[src/rtl/trap_monitor_mc.sv]
// Multi-core trap/progress monitor: first trap per core plus a commit watchdog, queued as events.
// Latency trap->evt_valid is 2 cycles; sources stay pending while the event FIFO is full, none are dropped.

module trap_monitor_mc_fifo #(
  parameter int W     = 8,
  parameter int DEPTH = 4
) (
  input  logic         clk,
  input  logic         reset,
  input  logic         push,
  input  logic [W-1:0] pushDat,
  input  logic         pop,
  output logic [W-1:0] headDat,
  output logic         empty,
  output logic         full
);
  localparam int AW = (DEPTH > 1) ? $clog2(DEPTH) : 1;

  logic [W-1:0]  mem [DEPTH];
  logic [AW-1:0] wrPtr, rdPtr;
  logic [AW:0]   count;
  logic          doPush, doPop;

  assign empty   = (count == '0);
  assign full    = (count == (AW+1)'(DEPTH));
  assign doPush  = push & ~full;
  assign doPop   = pop & ~empty;
  assign headDat = mem[rdPtr];

  always_ff @(posedge clk or posedge reset) begin
    if (reset) begin
      wrPtr <= '0;
      rdPtr <= '0;
      count <= '0;
    end else begin
      if (doPush) wrPtr <= wrPtr + 1'b1;
      if (doPop)  rdPtr <= rdPtr + 1'b1;
      case ({doPush, doPop})
        2'b10:   count <= count + 1'b1;
        2'b01:   count <= count - 1'b1;
        default: count <= count;
      endcase
    end
  end

  always_ff @(posedge clk) begin
    if (doPush) mem[wrPtr] <= pushDat;
  end
endmodule

module trap_monitor_mc #(
  parameter int NCORES  = 2,
  parameter int PC_W    = 64,
  parameter int CW      = 3,
  parameter int DEPTH   = 4,
  parameter int TIMEOUT = 5000
) (
  input  logic                   clk,
  input  logic                   reset,
  input  logic [NCORES-1:0]      trap_valid,
  input  logic [32*NCORES-1:0]   trap_code,
  input  logic [PC_W*NCORES-1:0] trap_pc,
  input  logic [CW*NCORES-1:0]   commit_cnt,
  output logic                   evt_valid,
  input  logic                   evt_ready,
  output logic                   evt_kind,
  output logic [3:0]             evt_core,
  output logic [31:0]            evt_code,
  output logic [PC_W-1:0]        evt_pc,
  output logic [63:0]            evt_cycle,
  output logic [63:0]            evt_instr,
  output logic                   all_done,
  output logic                   timed_out
);
  localparam int WDW = $clog2(TIMEOUT + 1);

  typedef struct packed {
    logic            kind;
    logic [3:0]      core;
    logic [31:0]     code;
    logic [PC_W-1:0] pc;
    logic [63:0]     cycle;
    logic [63:0]     instr;
  } evt_t;

  logic [63:0]       cycleCnt;
  logic [63:0]       instrCnt   [NCORES];
  logic [63:0]       nextInstr  [NCORES];
  evt_t              slot       [NCORES];
  evt_t              toSlot;
  logic [NCORES-1:0] trapped, pend;
  logic              pendTo, timedOut;
  logic [WDW-1:0]    wdCnt;
  logic [3:0]        rrPtr, grantIdx, nextRr;
  logic              coreGrant, doPush, takeCore, anyCommit;
  logic [63:0]       instrSum;
  evt_t              coreEntry, pushEntry, head, shown;
  logic              fifoEmpty, fifoFull;

  // Per-core instruction totals including this cycle's retirements
  always_comb begin
    anyCommit = 1'b0;
    instrSum  = '0;
    for (int k = 0; k < NCORES; k++) begin
      nextInstr[k] = instrCnt[k] + 64'(commit_cnt[k*CW +: CW]);
      instrSum     = instrSum + nextInstr[k];
      if (!trapped[k] && (commit_cnt[k*CW +: CW] != '0)) anyCommit = 1'b1;
    end
  end

  // Round-robin search: first pass from rrPtr upward, second pass wraps to 0
  always_comb begin
    coreGrant = 1'b0;
    grantIdx  = '0;
    coreEntry = '0;
    for (int k = 0; k < NCORES; k++) begin
      if (!coreGrant && pend[k] && (k >= int'(rrPtr))) begin
        coreGrant = 1'b1;
        grantIdx  = 4'(k);
      end
    end
    for (int k = 0; k < NCORES; k++) begin
      if (!coreGrant && pend[k]) begin
        coreGrant = 1'b1;
        grantIdx  = 4'(k);
      end
    end
    for (int k = 0; k < NCORES; k++) begin
      if (grantIdx == 4'(k)) coreEntry = slot[k];
    end
    nextRr    = (int'(grantIdx) == NCORES - 1) ? 4'd0 : grantIdx + 4'd1;
    doPush    = ~fifoFull & (pendTo | coreGrant);
    takeCore  = doPush & ~pendTo;
    pushEntry = pendTo ? toSlot : coreEntry;
  end

  always_ff @(posedge clk or posedge reset) begin
    if (reset) begin
      cycleCnt <= '0;
      trapped  <= '0;
      pend     <= '0;
      pendTo   <= 1'b0;
      timedOut <= 1'b0;
      wdCnt    <= '0;
      rrPtr    <= '0;
      toSlot   <= '0;
      for (int k = 0; k < NCORES; k++) begin
        instrCnt[k] <= '0;
        slot[k]     <= '0;
      end
    end else begin
      cycleCnt <= cycleCnt + 64'd1;
      for (int k = 0; k < NCORES; k++) begin
        instrCnt[k] <= nextInstr[k];
        if (trap_valid[k] && !trapped[k]) begin
          trapped[k] <= 1'b1;
          pend[k]    <= 1'b1;
          slot[k]    <= '{kind: 1'b0, core: 4'(k), code: trap_code[32*k +: 32],
                          pc: trap_pc[PC_W*k +: PC_W], cycle: cycleCnt, instr: nextInstr[k]};
        end else if (takeCore && (grantIdx == 4'(k))) begin
          pend[k] <= 1'b0;
        end
      end
      if (takeCore) rrPtr <= nextRr;
      if (doPush && pendTo) pendTo <= 1'b0;
      // One-shot timeout; the snapshot is taken in the cycle the threshold is seen
      if ((wdCnt == WDW'(TIMEOUT)) && !timedOut) begin
        timedOut <= 1'b1;
        pendTo   <= 1'b1;
        toSlot   <= '{kind: 1'b1, core: 4'd0, code: 32'd0, pc: '0,
                      cycle: cycleCnt, instr: instrSum};
      end
      if (timedOut || (&trapped) || anyCommit) wdCnt <= '0;
      else if (wdCnt != WDW'(TIMEOUT))         wdCnt <= wdCnt + 1'b1;
    end
  end

  trap_monitor_mc_fifo #(.W($bits(evt_t)), .DEPTH(DEPTH)) uFifo (
    .clk     (clk),
    .reset   (reset),
    .push    (doPush),
    .pushDat (pushEntry),
    .pop     (evt_ready),
    .headDat (head),
    .empty   (fifoEmpty),
    .full    (fifoFull)
  );

  assign shown     = fifoEmpty ? '0 : head;
  assign evt_valid = ~fifoEmpty;
  assign evt_kind  = shown.kind;
  assign evt_core  = shown.core;
  assign evt_code  = shown.code;
  assign evt_pc    = shown.pc;
  assign evt_cycle = shown.cycle;
  assign evt_instr = shown.instr;
  assign all_done  = (&trapped) & ~(|pend) & ~pendTo & fifoEmpty;
  assign timed_out = timedOut;
endmodule

[config.mk]
export PLATFORM = sky130hd
export DESIGN_NAME = trap_monitor_mc
export DESIGN_NICKNAME = d
export VERILOG_FILES = /design/src/rtl/trap_monitor_mc.sv
export SDC_FILE = /design/constraint.sdc
export NUM_CORES = 2
export LEC_CHECK = 0
export ABC_AREA = 1
export CORE_MARGIN = 4
export CORE_UTILIZATION = 36
export CTS_CLUSTER_SIZE = 12
export DETAILED_ROUTE_END_ITERATION = 7
export HOLD_SLACK_MARGIN = 0.15
export SLEW_MARGIN = 20
export SYNTH_ARGS = -nofsm -noshare
export SYNTH_HDL_FRONTEND = slang
export SYNTH_HIERARCHICAL = 1
export SYNTH_SLANG_ARGS = --single-unit
[constraint.sdc]
create_clock -name clk -period 33.5 [get_ports clk]
set_input_delay 6.7 -clock clk [delete_from_list [all_inputs] [get_ports clk]]
set_output_delay 6.7 -clock clk [all_outputs]
set_load 0.05 [all_outputs]
# == Word-level counts from Yosys, hierarchy flattened ==
# Memories as Yosys holds them, arrays and structs flattened.
# Cells that the tools add are included.
# op_classes
mux,25
n_reduce_logical,32
n_lt_le_gt_ge,2
bitwise_logic,12
add_sub_neg,10
eq_ne,7
# op_table
op,n
$mux 229,3
$mux 224,1
$add 64x3->64,2
$add 64x1->64 const B,1
$add 64x64->64,1
$mux 13,2
$mux 1,15
$add 13x1->13 const B,1
$eq 13x13->1 const B,1
$logic_and 1x1->1,13
$ne 13x13->1 const B,1
$mux 4,3
$reduce_bool 2->1,5
$ge 1x4->1 const A,2
$and 1x1->1,7
$logic_not 1->1,6
$pmux 3 s2,1
$reduce_bool 3->1,2
$add 2x1->2 const B,2
$add 4x1->4 const B,1
$eq 4x1->1 const B,1
$eq 4x2->1 const B,1
$logic_not 4->1,1
$not 1->1,4
other kinds (10),11
# totals
output_inout_bits,232
mem_count,1
ramBits,916
regBits,798
input_bits,203
# mem_list
name,words,word_bits,read_ports,rd_ports_with_merged_regs,wr,line_no,text
uFifo.mem,4,229,1,0,1,19,logic [W-1:0] mem [DEPTH];

# == Logic depth before layout (Yosys ltp) ==
# depth
depth_word,19
ltp_mapped,31

# == Hierarchy ==
# The synthesis kept the hierarchy.
# by_module_without_submodules
module,seq_area_each_um2,cells_per_inst,area_each_um2,n_inst
trap_monitor_mc,19718.9,5584,41926.5,1
trap_monitor_mc_fifo,27681.5,2734,36429.9,1

# == Least setup slack after synthesis ==
# No wires, ideal clock.
# synth_path
path_type,flip-flop to flip-flop
startpoint,register pendTo
endpoint,"memory uFifo/mem[0][0] (netlist bit), enable pin"
period_less_slack_ns,11.400
arrival_ns,10.576
stages_incl_launch_ff,6
slack_ns,22.100
setup_ns,0.824
path_cell_list,dfrtp_1 > clkbuf_1 > nor3_1 > nor2_1 > nand2_1 > nor2_1
# synth_between
elab_chain_len,5
# synth_rtl
element,line_no,text
"start, declared",92,"logic pendTo, timedOut;"
"start signal, assigned",142,pendTo <= 1'b0;
"start signal, assigned",165,if (doPush && pendTo) pendTo <= 1'b0;
"start signal, assigned",169,pendTo <= 1'b1;
$or 1x1->1,132,doPush = ~fifoFull & (pendTo | coreGrant);
$and 1x1->1,132,
via doPush,95,"logic coreGrant, doPush, takeCore, anyCommit;"
$and 1x1->1,26,assign doPush = push & ~full;
$mux 1,47,if (doPush) mem[wrPtr] <= pushDat;
$mux 1 (implied by the code),47,
"end, declared",19,
# The timed path passes the listed nets, and every way through them passes these cells.

==> results.sh <==
export IMPL_clk_path_buf_depth=3
export IMPL_r2r_end="toSlot[63]$_DFFE_PP0P_"
export IMPL_final_common_cell="nand2_1"
export IMPL_first_pass_iters=6
export IMPL_wirelength_um=224000
export IMPL_cts_setup_buffers=0
export IMPL_fin_worst_skew_ns=0.0297
export IMPL_dp_hpwl_um=144000
export IMPL_synthDistinctLibCells=62
export IMPL_cts_tree="yes"
export IMPL_ios=435
export IMPL_vias=57900
export IMPL_setup_viol_count_final=0
export IMPL_startpoint_type="register"
export IMPL_relSlewSlack_pct=18.2
export IMPL_synthToLayoutAreaGrowth_pct=16.1
export IMPL_syn_cell_area_mm2=0.0784
export IMPL_wl_per_cell_um=19.3
export IMPL_crit_path_frequent_cell="buf_4"
export IMPL_ff2ff_path_depth=23
export IMPL_status="finished, final reports clean"
export IMPL_cts_resized=0
export IMPL_seqPwrFrac_pct=34.2
export IMPL_nFillCells=20600
export IMPL_wl_met3_um=13200
export IMPL_ant_nets=0
export IMPL_grt_usage_pct=19.6
export IMPL_crit_slowest_cell="buf_4"
export IMPL_cp_max_fo=208
export IMPL_wl_met1_um=100000
export IMPL_period_share_pct=35.5
export IMPL_p_total_mw=6.71
export IMPL_r2r_start="instrCnt[64]$_DFF_PP0_"
export IMPL_arrival_ns=5.18
export IMPL_mostFrequentLayoutCells="2423 x nand2_1, 1157 x inv_1, 916 x edfxtp_1"
export IMPL_clkTransAtPathRegs_ns=0.06
export IMPL_intPower_mw=4.05
export IMPL_synth_edff_count=916
export IMPL_hold_end="slot[389]$_DFFE_PP0P_"
export IMPL_core_area_mm2=0.215
export IMPL_cp_cell_sequence="inv_8 > buf_4 > buf_4 > o211ai_1 > nand2_1 > inv_1 > nor2_1 > clkdlybuf4s50_1"
export IMPL_avgSynthCellArea_um2=9.42
export IMPL_async_flop_share_pct=46.5
export IMPL_nets=8892
export IMPL_crit_required_ns=26.80
export IMPL_top_layer="met5"
export IMPL_grt_ovfl_total=0
export IMPL_grt_pass1_vias=56900
export IMPL_initial_core_util_pct=36.4
export IMPL_cp_end_kind="output pin"
export IMPL_critPathMaxStageDelay_ns=0.87
export IMPL_switchingPower_mw=2.66
export IMPL_fin_util_pct=42.2
export IMPL_fmax_mhz=84.1
export IMPL_hold_class="register to register"
export IMPL_rsz0062_at_grt="no"
export IMPL_powerDensity_mw_per_mm2=73.7
export IMPL_drive_above_1_share_pct=4.81
export IMPL_syn_instance_count=8318
export IMPL_p_leak_nw=40.0
export IMPL_row_count=170
export IMPL_synthFlopType="edfxtp_1"
export IMPL_die_h_um=475
export IMPL_numCtsBuffers=179
export IMPL_grt_pass1_wl_um=342000
export IMPL_pwr_share_clk_pct=28.5
export IMPL_routed_via_density=4.99
export IMPL_tns_ns=0
export IMPL_timing_hold_ws_ns=0.466
export IMPL_p_comb_share_pct=37.3
export IMPL_drv_slew=0
export IMPL_antenna_found_initial=13
export IMPL_grt_max_degree=269
export IMPL_htree_num_levels=4
export IMPL_die_area_mm2=0.225
export IMPL_io_buffers=434
export IMPL_netSwitchingFraction_pct=39.6
export IMPL_dp_cells=11300
export IMPL_clkLatencyLatePin_ns=0.82
export IMPL_cp_startpoint="uFifo/rdPtr[0]$_DFFE_PP0P_"
export IMPL_tightest_slew_ns=1.22
export IMPL_chipWidth_um=475
export IMPL_reg2reg_slack_ns=28.23
export IMPL_drc=0
export IMPL_maxCapViolCount=0
export IMPL_synth_seq_cells=1711
export IMPL_stdcell_count=11600
export IMPL_ys_warn_count=6
export IMPL_drt_iter0_drc=4654
export IMPL_hold_path_startpoint="slot[389]$_DFFE_PP0P_"
export IMPL_ir_worst_vdd_v=0.0000690
export IMPL_path_class="register to output pin"
export IMPL_cts_sinks=1711
export IMPL_dr_wl_met2_um=104000
export IMPL_hold_buffers=0
export IMPL_ys_seq_area_share_pct=60.5
export IMPL_holdPathStages=2
export IMPL_fin_crit_ns=11.88
export IMPL_root_buffer="clkbuf_16"
export IMPL_gp_congestion=0.924
export IMPL_hold_violations=0
sequential cells by signal (all words and copies together) (netlist names):
register and flops:
uFifo/count 3, instrCnt 128, pend 2, rrPtr 1, slot 449, cycleCnt 64
uFifo/rdPtr 2, pendTo 1, uFifo/mem 916, wdCnt 13, uFifo/wrPtr 2, toSlot 128
trapped 1, timed_out 1
cell usage after synthesis, drive strengths merged (6+ instances only):
library cell,instances,area (um^2)
or2,6,37.5
o211ai,531,3990
inv,1166,4380
a31oi,30,188
nand3b,9,67.6
o21a,9,67.6
xnor2,64,583
edfxtp,916,27500
a21o,7,52.6
dfrtp,795,19900
clkbuf,274,1030
nand2,2447,9260
a21oi,120,612
ha,77,963
and3,6,37.5
nor3b,6,50.1
nand3,116,613
xor2,159,1390
o21ai,576,2880
nor4,27,218
nor3,80,492
buf,127,644
o21bai,10,75.1
nand4,54,405
nor2,685,2700
logic make-up (layout without fill, tap and decap cells):
kind of cell               Yosys count  count (layout)  share of synthesized area (%)
and+or+nand+nor                   3437            3437                           17.7
DFF                               1711            1711                           60.5
buffers and inverters             1568            2000                           7.73
AOI/OAI and AO/OA                 1297            1297                           10.2
xor gates and xnor gates           223             223                           2.52
adders and majority gates           81              81                           1.33
other                                1              21                        0.00479
power by group through the flow:
stage	logic, mW	clock network [mW]	registers [mW]
after detailed placement	2.52	0	2.33
after CTS	2.52	1.96	2.29
after global routing	2.68	2.05	2.29
after global placement	2.51	0	2.33
final	2.50	1.91	2.29
after floorplan	1.68	0	2.31
per-layer routing:
metal / track usage [%] / vias up
met5: 0 / -
met4: 5.93 / 2
met3: 3.26 / 321
met2: 32.2 / 1593
met1: 26.6 / 28300
li1: - / 27600
layout make-up:
| type | count | area [um^2] | share of cell area [%] |
|---|---|---|---|
| multi-input cells | 5050 | 25000 | 27.5 |
| well taps | 2838 | 3550 | 3.90 |
| diodes | 9 | 22.5 | 0.0248 |
| inverters | 1167 | 4440 | 4.88 |
| flip-flops and latches | 1711 | 47400 | 52.1 |
| clock inverters | 57 | 467 | 0.513 |
| repair buffers | 499 | 4930 | 5.42 |
| clock buffers | 277 | 5130 | 5.64 |
metrics by stage:
step / setup WS, ns / area (um^2)
final: 21.62 / 91000
after floorplan: 4.67 / 78400
after global placement: 21.30 / 85300
after detailed placement: 21.38 / 85300
after global routing: 21.17 / 90900
after CTS: 21.48 / 90900
critical path, delay by kind of cell (launching register included):
family	cells	cell delay [ns]
buffers and inverters	5	3.25
DFF	1	0.45
and+or+nand+nor	2	0.27
AOI/OAI and AO/OA	1	0.16
worst max path at each step:
stage	end	slack (ns)	depth (start not counted)
global route	evt_cycle[39]	21.17	8
global placement	toSlot[63]$_DFFE_PP0P_	21.30	24
finish	evt_instr[35]	21.62	8
detailed placement	toSlot[63]$_DFFE_PP0P_	21.38	24
floorplan	cycleCnt[0]$_DFF_PP0_	4.67	1
CTS	evt_instr[62]	21.48	8
No activity file was read; power rests on OpenSTA's default activity.
